### src/rtl/fifo_pkt_arbiter_pkg.sv
// Shared types and constants for the two-port packet round-robin arbiter.
package fifo_pkt_arbiter_pkg;

  localparam int NPORTS      = 2;
  localparam int LEN_W       = 8;
  localparam int MAX_LEN_DEF = 16;

  typedef logic [LEN_W-1:0] len_t;

  typedef enum logic [2:0] {
    ST_IDLE,
    ST_HDR,
    ST_WAIT,
    ST_XFER,
    ST_DROP
  } state_e;

endpackage

### src/rtl/fifo_pkt_arbiter_if.sv
// Bundle of the two FIFO read ports and the outbound byte stream of the arbiter.
interface fifo_pkt_arbiter_if;
  import fifo_pkt_arbiter_pkg::*;

  logic [NPORTS-1:0][LEN_W-1:0] fifo_data;
  logic [NPORTS-1:0]            fifo_avail;
  logic [NPORTS-1:0][LEN_W-1:0] fifo_avail_cnt;
  logic [NPORTS-1:0]            fifo_strobe;

  logic [LEN_W-1:0] out_data;
  logic             out_valid;
  logic             out_ready;
  logic             out_sop;
  logic             out_eop;
  logic             out_port;
  logic             busy;
  logic             pkt_done;
  logic             err;

  modport master (
    input  fifo_data, fifo_avail, fifo_avail_cnt, out_ready,
    output fifo_strobe, out_data, out_valid, out_sop, out_eop, out_port,
           busy, pkt_done, err
  );

  modport slave (
    output fifo_data, fifo_avail, fifo_avail_cnt, out_ready,
    input  fifo_strobe, out_data, out_valid, out_sop, out_eop, out_port,
           busy, pkt_done, err
  );

endinterface

### src/rtl/fifo_pkt_arbiter_rr_arb2.sv
// Two-requester round-robin picker: on contention the port not granted last wins.
module rr_arb2 (
  input  logic [1:0] req_i,
  input  logic       last_grant_i,
  output logic       grant_o,
  output logic       grant_valid_o
);

  always_comb begin
    grant_valid_o = |req_i;
    if (req_i == 2'b11) grant_o = ~last_grant_i;
    else                grant_o = req_i[1];
  end

endmodule

### src/rtl/fifo_pkt_arbiter.sv
// Packet-granular round-robin scheduler sharing one byte sink between two FIFOs.
// Optional macro FIFO_PKT_ARBITER_CUT_THROUGH_EN: stream without waiting for full residency.
module fifo_pkt_arbiter
  import fifo_pkt_arbiter_pkg::*;
#(
  parameter int MAX_LEN = MAX_LEN_DEF
) (
  input logic                clk,
  input logic                rst,
  fifo_pkt_arbiter_if.master bus
);

  state_e state_q, state_d;
  logic   sel_q, sel_d;
  logic   last_grant_q, last_grant_d;
  len_t   len_q, len_d;
  len_t   rem_q, rem_d;
  len_t   out_data_q, out_data_d;
  logic   out_valid_q, out_valid_d;
  logic   out_sop_q, out_sop_d;
  logic   out_eop_q, out_eop_d;

  logic grant, grant_valid;
  len_t cur_data, cur_cnt;
  logic cur_avail;
  logic hdr_zero, load, accept, drop_pop;

  rr_arb2 u_arb (
    .req_i        (bus.fifo_avail),
    .last_grant_i (last_grant_q),
    .grant_o      (grant),
    .grant_valid_o(grant_valid)
  );

  assign cur_data  = bus.fifo_data[sel_q];
  assign cur_cnt   = bus.fifo_avail_cnt[sel_q];
  assign cur_avail = bus.fifo_avail[sel_q];
  assign hdr_zero  = (cur_data == '0);
  assign accept    = out_valid_q & bus.out_ready;
  assign drop_pop  = (state_q == ST_DROP) & cur_avail & (rem_q != '0);

`ifdef FIFO_PKT_ARBITER_CUT_THROUGH_EN
  // Payload may still be arriving, so each load also needs a byte at the head.
  assign load = (state_q == ST_XFER) & (~out_valid_q | bus.out_ready) &
                (rem_q != '0) & cur_avail;
`else
  logic hdr_long;
  assign hdr_long = (cur_data > len_t'(MAX_LEN));
  assign load = (state_q == ST_XFER) & (~out_valid_q | bus.out_ready) &
                (rem_q != '0);
`endif

  // State register
  always_ff @(posedge clk or posedge rst) begin
    if (rst) begin
      state_q      <= ST_IDLE;
      sel_q        <= 1'b0;
      last_grant_q <= 1'b1;
      len_q        <= '0;
      rem_q        <= '0;
      out_data_q   <= '0;
      out_valid_q  <= 1'b0;
      out_sop_q    <= 1'b0;
      out_eop_q    <= 1'b0;
    end else begin
      state_q      <= state_d;
      sel_q        <= sel_d;
      last_grant_q <= last_grant_d;
      len_q        <= len_d;
      rem_q        <= rem_d;
      out_data_q   <= out_data_d;
      out_valid_q  <= out_valid_d;
      out_sop_q    <= out_sop_d;
      out_eop_q    <= out_eop_d;
    end
  end

  // Next-state logic
  always_comb begin
    state_d      = state_q;
    sel_d        = sel_q;
    last_grant_d = last_grant_q;
    len_d        = len_q;
    rem_d        = rem_q;
    out_data_d   = out_data_q;
    out_valid_d  = out_valid_q;
    out_sop_d    = out_sop_q;
    out_eop_d    = out_eop_q;
    unique case (state_q)
      ST_IDLE: begin
        if (grant_valid) begin
          sel_d   = grant;
          state_d = ST_HDR;
        end
      end
      ST_HDR: begin
        len_d = cur_data;
        rem_d = cur_data;
        if (hdr_zero) begin
          last_grant_d = sel_q;
          state_d      = ST_IDLE;
        end
`ifdef FIFO_PKT_ARBITER_CUT_THROUGH_EN
        else state_d = ST_XFER;
`else
        else if (hdr_long) state_d = ST_DROP;
        else               state_d = ST_WAIT;
`endif
      end
      ST_WAIT: begin
        if (cur_cnt >= rem_q) state_d = ST_XFER;
      end
      ST_XFER: begin
        if (load) begin
          out_data_d  = cur_data;
          out_valid_d = 1'b1;
          out_sop_d   = (rem_q == len_q);
          out_eop_d   = (rem_q == len_t'(1));
          rem_d       = rem_q - len_t'(1);
        end else if (accept) begin
          out_valid_d = 1'b0;
          out_sop_d   = 1'b0;
          out_eop_d   = 1'b0;
        end
        if (accept && out_eop_q) begin
          last_grant_d = sel_q;
          state_d      = ST_IDLE;
        end
      end
      ST_DROP: begin
        if (rem_q == '0) begin
          last_grant_d = sel_q;
          state_d      = ST_IDLE;
        end else if (drop_pop) begin
          rem_d = rem_q - len_t'(1);
        end
      end
      default: state_d = ST_IDLE;
    endcase
  end

  // Output decode
  always_comb begin
    bus.fifo_strobe = '0;
    bus.pkt_done    = 1'b0;
    bus.err         = 1'b0;
    unique case (state_q)
      ST_HDR: begin
        bus.fifo_strobe[sel_q] = 1'b1;
        bus.pkt_done           = hdr_zero;
`ifndef FIFO_PKT_ARBITER_CUT_THROUGH_EN
        bus.err                = ~hdr_zero & hdr_long;
`endif
      end
      ST_XFER: begin
        bus.fifo_strobe[sel_q] = load;
        bus.pkt_done           = accept & out_eop_q;
      end
      ST_DROP: begin
        bus.fifo_strobe[sel_q] = drop_pop;
        bus.pkt_done           = (rem_q == '0);
      end
      default: ;
    endcase
  end

  assign bus.out_data  = out_data_q;
  assign bus.out_valid = out_valid_q;
  assign bus.out_sop   = out_sop_q;
  assign bus.out_eop   = out_eop_q;
  assign bus.out_port  = sel_q;
  assign bus.busy      = (state_q != ST_IDLE) | out_valid_q;

endmodule

### src/flat_wrapper.sv
// flat-port wrapper written by rule: the top's interface ports become plain ports
module fifo_pkt_arbiter_flat import fifo_pkt_arbiter_pkg::*;
#(
  parameter int MAX_LEN = MAX_LEN_DEF
)
  (clk, rst, bus_fifo_data, bus_fifo_avail, bus_fifo_avail_cnt, bus_out_ready, bus_fifo_strobe, bus_out_data, bus_out_valid, bus_out_sop, bus_out_eop, bus_out_port, bus_busy, bus_pkt_done, bus_err);
  fifo_pkt_arbiter_if bus_i ();
  input logic clk;
  input logic rst;
  input wire logic [$bits(bus_i.fifo_data)-1:0] bus_fifo_data;
  input wire logic [$bits(bus_i.fifo_avail)-1:0] bus_fifo_avail;
  input wire logic [$bits(bus_i.fifo_avail_cnt)-1:0] bus_fifo_avail_cnt;
  input wire logic [$bits(bus_i.out_ready)-1:0] bus_out_ready;
  output wire logic [$bits(bus_i.fifo_strobe)-1:0] bus_fifo_strobe;
  output wire logic [$bits(bus_i.out_data)-1:0] bus_out_data;
  output wire logic [$bits(bus_i.out_valid)-1:0] bus_out_valid;
  output wire logic [$bits(bus_i.out_sop)-1:0] bus_out_sop;
  output wire logic [$bits(bus_i.out_eop)-1:0] bus_out_eop;
  output wire logic [$bits(bus_i.out_port)-1:0] bus_out_port;
  output wire logic [$bits(bus_i.busy)-1:0] bus_busy;
  output wire logic [$bits(bus_i.pkt_done)-1:0] bus_pkt_done;
  output wire logic [$bits(bus_i.err)-1:0] bus_err;
  assign bus_i.fifo_data = bus_fifo_data;
  assign bus_i.fifo_avail = bus_fifo_avail;
  assign bus_i.fifo_avail_cnt = bus_fifo_avail_cnt;
  assign bus_i.out_ready = bus_out_ready;
  assign bus_fifo_strobe = bus_i.fifo_strobe;
  assign bus_out_data = bus_i.out_data;
  assign bus_out_valid = bus_i.out_valid;
  assign bus_out_sop = bus_i.out_sop;
  assign bus_out_eop = bus_i.out_eop;
  assign bus_out_port = bus_i.out_port;
  assign bus_busy = bus_i.busy;
  assign bus_pkt_done = bus_i.pkt_done;
  assign bus_err = bus_i.err;
  fifo_pkt_arbiter #(.MAX_LEN(MAX_LEN)) u_core (.clk(clk), .rst(rst), .bus(bus_i));
endmodule
### config.mk
export PLATFORM = sky130hd
export DESIGN_NAME = fifo_pkt_arbiter_flat
export DESIGN_NICKNAME = d
export VERILOG_FILES = /design/src/rtl/fifo_pkt_arbiter_pkg.sv /design/src/rtl/fifo_pkt_arbiter_if.sv /design/src/rtl/fifo_pkt_arbiter_rr_arb2.sv /design/src/rtl/fifo_pkt_arbiter.sv /design/src/flat_wrapper.sv
export SDC_FILE = /design/constraint.sdc
export NUM_CORES = 1
export LEC_CHECK = 0
export CORE_ASPECT_RATIO = 1.5
export CORE_MARGIN = 5
export CORE_UTILIZATION = 35
export CTS_BUF_LIST = sky130_fd_sc_hd__clkbuf_8
export DETAILED_ROUTE_END_ITERATION = 10
export HOLD_SLACK_MARGIN = 0.1
export PLACE_DENSITY_LB_ADDON = 0.12
export SYNTH_ARGS = -nofsm -noshare
export SYNTH_HDL_FRONTEND = slang
export SYNTH_SLANG_ARGS = --single-unit
### constraint.sdc
create_clock -name clk -period 2.2 [get_ports clk]
set_input_delay 0.22 -clock clk [delete_from_list [all_inputs] [get_ports clk]]
set_output_delay 0.22 -clock clk [all_outputs]
set_load 0.01 [all_outputs]
==> impl_metrics.toml, run 1 <==
[status]
outcome = "completed"

[sta]
fmax_ghz = 0.464
fin_crit_sh = 0.979
worst_hold_slack_ns = 0.262
fin_ws_ns = 0.0458
maxSlewViolCount = 0
worst_pin_slew_ns = 0.514
min_period_ns = 2.15
fin_setup_tns_ns = 0
relSlewSlack = 0.647
hold_violations = 0
skew_ns = 0.00633
final-setup-viol-count = 0

[placed_design]
hpwl_um = 4920
dp.cells = 383
port-buffer-count = 53
place_ws_ns = -0.477
place_congestion = 0.842

[grt]
grt_usage = 0.169
grt_pass1_wl_um = 10100
antenna_found_initial = 0
grt_pass1_vias = 2022
grt_overflow = 0
grt_start_max_net_pins = 19

[yosys]
synthCells = 241
synth_seq_cells = 32
synth_edf_count = 0
syn_area_per_cell_um2 = 8.77
ys_async_sr_fraction = 1.00
synth_area_leaders = "dfrtp_1 (37%), ha_1 (5.9%), nor2_1 (5.1%)"
yosysWarnings = 0
synth_area_leader_cell = "dfrtp_1"
synth-main-ff-cell = "dfrtp_1"
seq_area_frac_synth = 0.379
synth_nets = 288
yosysTopAreaCellShare = 0.367
yosysUniqueCellTypes = 49
syn_area_mm2 = 0.00211

[floorplanning]
dieArea_mm2 = 0.00773
coreArea_mm2 = 0.00583
rows = 34
initial_utilization = 0.363
die_w_um = 73.5
dieHeight_um = 105
num_io_pins = 54

[critical_path]
r2r.worst_path.cells = 12
cp_max_fo = 11
startpoint = "u_core.bus.out_port$_DFFE_PP0P_"
crit_required_ns = 2.38
cp.arrival_ns = 2.33
r2r_end = "u_core.state_q[1]$_DFFE_PP0P_"
crit_path_start_kind = "register"
timing.rr.start = "u_core.bus.out_port$_DFFE_PP0P_"
critPathKind = "reg -> reg"
reg2reg_setup_slack_ns = 0.05
worstSetupEndpointType = "register"

[finish]
final_cell_mix = "clkdlybuf4s50_1 (41), buf_4 (34), dfrtp_1 (31)"
layout-drive-gt1-share = 0.225
areaGrowthSynthToFinish_pct = 49.5
finalNetCount = 371
final_common_cell = "clkdlybuf4s50_1"
final_cells = 397
num_antenna_cells = 0

[detailed_routing]
wl_met2_um = 3450
wl_met1_um = 2430
vias = 2021
dr_wl_met3_um = 228
drtIter0Drc = 80
routedWlPerCell_um = 15.6
viasPerCell = 5.09
drt-total-wl_um = 6200
drc = 0
detail-route-antenna-nets = 0
first_pass_iters = 4
top_layer = "met4"

[clocking]
root_buffer = "clkbuf_8"
cts_max_path_buffers = 2
clk_pin_slew_worst_paths_ns = 0.07
postCtsHoldBufs = 0
cts_tree = "yes"
cts_made_buffers = 5
cts_sinks = 32
htree_levels = 2
insertion_delay_ns = 0.28

[power]
cellLeakagePower_nw = 1.52
ir_drop_v = 0.000514
total_power_mw = 3.76
powerDensity_mw_per_mm2 = 1190

[worst_hold_path]
worst_hold_path_type = "in -> async"

[run]
cap_viol_max_count = 0
-- worst max-delay path by stage --
stage | cells past startpoint | endpoint | slack, ns
floorplan | 8 | u_core.state_q[0]$_DFFE_PP0P_ | 0.03
global placement | 6 | bus_pkt_done | -0.46
finish | 12 | u_core.state_q[1]$_DFFE_PP0P_ | 0.05
global route | 12 | u_core.state_q[1]$_DFFE_PP0P_ | -0.01
CTS | 6 | bus_pkt_done | -0.17
detailed placement | 6 | bus_pkt_done | -0.48
-- routing by layer --
layer  vias to the layer above  global-route usage
met4                         0              0.0557
li1                       1033                   -
met2                        33               0.305
met3                         6              0.0307
met1                       949               0.195
met5                         -                   0
-- through the flow --
stage / instance area (µm²) / util
after floorplan: 2130 / -
after global placement: 2910 / 0.500
after detailed placement: 2910 / 0.500
after CTS: 3110 / 0.534
after global routing: 3160 / 0.542
final: 3160 / 0.542
-- flip-flops by register name (all words and copies together), names as in the netlist --
name	cells
u_core.state_q	3
u_core.rem_q	8
u_core.bus.out_eop	1
u_core.last_grant_q	1
u_core.len_q	8
u_core.bus.out_sop	1
u_core.bus.out_port	1
u_core.bus.out_valid	1
u_core.bus.out_data	8
-- cells in the mapped netlist, types with 3 or more instances --
cell type  number
clkbuf_1        9
nor3_1          6
o22ai_1         4
o21ai_0        14
mux2_2          7
nand2b_1        5
ha_1           10
a31oi_1         6
o21ai_1         3
nor2_1         29
buf_2           3
inv_1          12
xor2_1          8
nand4_1         4
nor4_1          3
mux2i_1        10
dfrtp_1        31
nand2_1        21
a21oi_1        19
and3_1          3
-- logic make-up after synthesis --
group	Yosys count	share of synthesized area
buffers and inverters	25	0.0497
AND/OR/NAND/NOR	86	0.205
adder cells (fa/ha/maj)	10	0.0592
multiplexers	18	0.0899
XOR/XNOR	8	0.0331
flip-flops	32	0.379
AO/OA/AOI/OAI	62	0.183
-- repair_timing --
item / in CTS / in global routing
hold endpoints to repair: 0 / 0
gates resized for setup: 11 / 21
pin swaps: 2 / 10
buffers inserted: 6 / 0
endpoints found under the setup margin: 4 / 7
-- power by group --
part           total, mW  internal [mW]  switching [mW]
clock              0.622          0.400           0.222
sequential         0.983          0.826           0.157
combinational       2.16           1.03            1.13
total               3.76           2.26            1.50
-- worst max-delay path, cell delays in order, from the launching register on --
cell and delay [ns]:
dfrtp_1 0.40, buf_4 0.17, buf_4 0.19, a21oi_2 0.15, a31oi_2 0.06, buf_4 0.15
buf_4 0.12, buf_4 0.12, buf_4 0.12, buf_4 0.12, buf_4 0.12, buf_4 0.13
a32o_1 0.20
-- area by class of cell --
| class | instances | area (µm²) |
|---|---|---|
| fillers | 558 | 2670 |
| multi-input cells | 184 | 1260 |
| repair buffers | 89 | 840 |
| flip-flops and latches | 32 | 802 |
| clock buffers | 7 | 96.3 |
| well taps | 72 | 90.1 |
| inverters | 12 | 45.0 |
| clock inverters | 1 | 30.0 |
(Power assumes the default switching activity.)
==> run 2, diff against run 1 <==
--- a/config.mk
+++ b/config.mk
@@ -10,7 +10,6 @@
 export CORE_UTILIZATION = 35
 export CTS_BUF_LIST = sky130_fd_sc_hd__clkbuf_8
 export DETAILED_ROUTE_END_ITERATION = 10
-export HOLD_SLACK_MARGIN = 0.1
 export PLACE_DENSITY_LB_ADDON = 0.12
 export SYNTH_ARGS = -nofsm -noshare
 export SYNTH_HDL_FRONTEND = slang
==> results of run 2 <==
No change in the layout: final DEF, timing and power equal those of run 1.
==> RTL change 1, RTL diff (settings of run 1) <==
`LEN_W`: 8 -> 4.
--- a/src/rtl/fifo_pkt_arbiter_pkg.sv
+++ b/src/rtl/fifo_pkt_arbiter_pkg.sv
@@ -4,3 +4,3 @@
   localparam int NPORTS      = 2;
-  localparam int LEN_W       = 8;
+  localparam int LEN_W       = 4;
   localparam int MAX_LEN_DEF = 16;
Interface: changed (resized bus_fifo_avail_cnt, bus_fifo_data and bus_out_data); port bits go from 54 to 34. The function was not compared with the original's and may differ.
==> RTL change 1 against run 1 <==
Routed wire length decreased by 48%; sequential cell count decreased by 12; area after synthesis decreased by 40%; largest cell class unchanged; final area decreased by 44%; die area decreased by 35%; combinational power decreased by 38%; worst setup slack improved by 0.020 ns; worst hold slack improved by 0.15 ns; cell count decreased by 46%; clock skew decreased by 0.0055 ns; power decreased by 42%; non-clock buffer count decreased by 42.
==> RTL change 1: results (changes against run 1) <==
| Metric | Value |
|---|---|
| CTS clk-pin slew, worst paths | `0.07 ns (about the same)` |
| Clock skew | `0.000870 ns (-0.00546 ns)` |
| 1st-pass router iterations | `5 (+1)` |
| Setup WS pre-CTS | `-0.0474 ns (+0.430 ns)` |
| Share of layout cells above drive strength 1 | `23.4% (+0.93 points)` |
| Htree depth | `1 (-1)` |
| Nets | `199 (-46%)` |
| Worst-Margin Slew | `0.817 ns (+0.303 ns)` |
| Synth area leaders | `dfrtp_1 (37%), mux2i_1 (7.0%), ha_1 (5.9%)` |
| HPWL Detailed | `2590 um (-47%)` |
| Switching power | `0.874 mW (-42%)` |
| Synth cell types | `38 (-22%)` |
| Worst vdd ir | `0.757 mV (+47%)` |
| Arrival @ worst endpoint | `1.91 ns (-0.42 ns)` |
| Average size of a mapped cell | `10.2 sq um (+17%)` |
| Outcome | `finished, final reports clean` |
| Post-synthesis sequential area ratio | `39.2% (+1.3 points)` |
| Post-DR wirelength/cell | `15.0 um (-3.9%)` |
| Met1 Usage GRT | `15.7% (-3.8 points)` |
| Clk_lat worst skew | `0.26 ns (-0.02 ns)` |
| Wire length of the first global-routing pass | `5310 um (-48%)` |
| Diode count | `0 (unchanged)` |
| Post-DR vias/cell | `5.07 (-0.40%)` |
| Largest incremental delay on the critical path | `0.54 ns (+0.14 ns)` |
| Hold Path Class | `in2async` |
| Largest net degree at the start of global routing | `21 (+2)` |
| Leak | `0.796 nW (-47%)` |
| Setup fix buffers added after clock tree synthesis | `1 (-5)` |
| Syn nets | `152 (-47%)` |
| Fillers | `326 (-42%)` |
| Post-synth EDFFs | `0 (unchanged)` |
| CTS Buf Count | `3 (-2)` |
| Synth top cells by count | `dfrtp_1 (19), a21oi_1 (10), nor2_1 (10), mux2i_1 (9), nand2_1 (7)` |
| Portion of netlist area occupied by mux cells | `11.4% (+2.5 points)` |
| Synth Area in Compound Gates | `17.0% (-1.3 points)` |
| Slowest stage cell, crit path | `clkdlybuf4s50_1` |
| IO Port Bufs | `33 (-38%)` |
| 1st-iter DRT viols | `33 (-59%)` |
| Post-Synth XOR/XNOR Area | `2.74% (-0.57 points)` |
| Placed inst area | `0.00172 sq mm (-41%)` |
| GR Util met3 | `2.48% (-0.60 points)` |
| Adder-Cell Fraction of Synth Area | `5.87% (-0.046 points)` |
| GRT Total Usage | `13.9% (-3.1 points)` |
| Met2 Use GR | `25.1% (-5.4 points)` |
| Placer Congestion | `0.821 (-2.4%)` |
| Non-filler cells, final | `214 (-46%)` |
| Max FO, Critical Path | `10 (-1)` |
## RTL change 1: changes by cell type in the layout (fill, tap and decap cells not counted), sizes merged, moves of 5 or more
cell           before  now
buf                37   16
clkdlybuf4s50      41   30
inv                12    6
dlymetal6s2s        8    0
dfrtp              31   19
nor2               29   11
o21ai              18    5
nand2              21    8
a31oi               6    1
a21oi              19   11
## RTL change 1: layout make-up
type	instances	area, sq um	share of cell area, %
Sequential cell	20	502	28.1
Multi-Input combinational cell	95	743	41.7
Tap cell	43	53.8	3.02
Timing Repair Buffer	47	420	23.6
Clock inverter	1	3.75	0.211
Inverter	5	18.8	1.05
Clock buffer	3	41.3	2.32
## RTL change 1: final timing paths
kind                                     start  cells past startpoint                     end  slack [ns]
max in group asynchronous                  rst                      2         u_core.rem_q[0]        1.28
min in group clk            u_core.bus.out_sop                      1      u_core.bus.out_sop        0.52
max reg2reg                u_core.bus.out_port                      6       u_core.state_q[0]        0.29
min reg2reg                 u_core.bus.out_sop                      1      u_core.bus.out_sop        0.52
max                          u_core.state_q[0]                      4                 bus_err        0.07
min                                        rst                      2  u_core.bus.out_data[1]        0.42
## RTL change 1: power by group through the flow
stage / Combinational (mW) / Sequential (mW) / Clock [mW]
2_1_floorplan: 0.867 / 0.592 / 0
3_3_place_gp: 1.32 / 0.608 / 0
3_5_place_dp: 1.34 / 0.614 / 0
4_1_cts: 1.34 / 0.611 / 0.254
5_1_grt: 1.48 / 0.634 / 0.275
6_report: 1.33 / 0.615 / 0.248
## RTL change 1: metal layers
metal | vias up | wire [um]
li1 | 537 | -
met1 | 518 | 1190
met2 | 25 | 1840
met3 | 5 | 143
met4 | 0 | 46
met5 | - | 0
==> RTL change 2, RTL diff (flow settings as in run 1) <==
Made on the original files. Re-encode `state_e` (5 states) as one-hot, 5 bits wide.
--- a/src/rtl/fifo_pkt_arbiter_pkg.sv
+++ b/src/rtl/fifo_pkt_arbiter_pkg.sv
@@ -9,8 +9,8 @@
 
-  typedef enum logic [2:0] {
-    ST_IDLE,
-    ST_HDR,
-    ST_WAIT,
-    ST_XFER,
-    ST_DROP
+  typedef enum logic [4:0] {
+    ST_IDLE = 5'b00001,
+    ST_HDR  = 5'b00010,
+    ST_WAIT = 5'b00100,
+    ST_XFER = 5'b01000,
+    ST_DROP = 5'b10000
   } state_e;
Formal check against the unedited RTL: no difference found for any inputs over 10 cycles, from zero or initial values and one cycle with rst high; not proved beyond that.
==> RTL change 2 against run 1 <==
The run now ends with setup timing left; final area grew 12%; register-to-register slack gained 0.02 ns; sequential power grew 0.7%; worst setup slack lost 0.16 ns; sequential cell count grew 2; core utilization grew 0.92 points; routed wire length grew 14%; power grew 3.9%; global-route usage grew 0.58 points; synthesized cell count is the same; area after synthesis grew 6.9%; critical path type is now reg2out.
==> RTL change 2: results (changes against run 1) <==
| Metric | Value |
|---|---|
| Outcome | `complete, but fails checks` |
| Failing checks | `setup timing` |
| Portion of netlist area occupied by mux cells | `11.2% (+2.2 points)` |
| Seq_cells | `34 (+6.3%)` |
| Clkbuf count | `6 (-1)` |
| Arrival @ worst endpoint | `2.10 ns (-0.23 ns)` |
| DR WL met2 | `3730 um (+8.3%)` |
| Via count | `2,267 (+12%)` |
| Power Combinational | `2.42 mW (+12%)` |
| Signal inverters | `10 (-2)` |
| Cells on worst reg2reg path | `8 (-4)` |
| Setup fix buffers added after clock tree synthesis | `3 (-3)` |
| Post-DR vias/cell | `5.36 (+5.3%)` |
| Worst vdd ir | `0.456 mV (-11%)` |
| Sequential cell area | `855 sq um (+6.6%)` |
| Clock network fraction of design power | `12.8% (-3.7 points)` |
| Nets | `393 (+5.9%)` |
| Setup WS pre-CTS | `-0.312 ns (+0.165 ns)` |
| Vias in the first global route | `2,192 (+8.4%)` |
| Final setup vio count | `2 (+2)` |
| Fillers | `609 (+9.1%)` |
| Worst Setup SP | `u_core.rem_q[1]` |
| GRT Total Usage | `17.5% (+0.58 points)` |
| Post-Synth XOR/XNOR Area | `4.26% (+0.95 points)` |
| Fraction of area in multi-input gates | `41.6% (+1.9 points)` |
| Post-Route M1 WL | `2820 um (+16%)` |
| Critical Path End | `bus_fifo_strobe[1]` |
| Final WS setup | `-0.117 ns (-0.163 ns)` |
| Slowest stage cell, crit path | `or4b_4` |
| Switching power | `1.56 mW (+3.8%)` |
| Worst reg2reg path startpoint | `u_core.state_q[3]` |
| Reg-to-reg critical path endpoint | `u_core.rem_q[6]` |
| R2R setup slack | `0.07 ns (+0.02 ns)` |
| ClkCell Share | `2.70% (-1.3 points)` |
| Post-CTS Resized | `32 (+21)` |
| Synth cell types | `57 (+16%)` |
| Final setup TNS | `-0.199 ns (-0.199 ns)` |
| Switch share | `39.9% (about the same)` |
## RTL change 2: cell types whose count changed in the layout (fill, tap and decap cells not counted), moves of 4 or more
cell / delta
clkdlybuf4s50_1: +7
buf_2: +4
nor2_1: -6
xnor2_1: +10
buf_4: +14
mux2_2: +10
o21ai_0: -4
xor2_1: -7
dlymetal6s2s_1: -7
mux2i_1: -5
a21oi_1: -8
## RTL change 2: critical path: cells and delay by family, from the launching register on
family                     cells  cell delay (ns)
and+or+nand+nor                4             0.91
buffers and inverters          3             0.37
DFF                            1             0.39
adders and majority gates      1             0.13
## RTL change 2: stage by stage
| step | hold WS (ns) | instance area, sq um |
|---|---|---|
| floorplan | 0.313 | 2290 |
| global placement | 0.460 | 3210 |
| detailed placement | 0.468 | 3210 |
| CTS | 0.350 | 3370 |
| global route | 0.387 | 3530 |
| finish | 0.327 | 3530 |
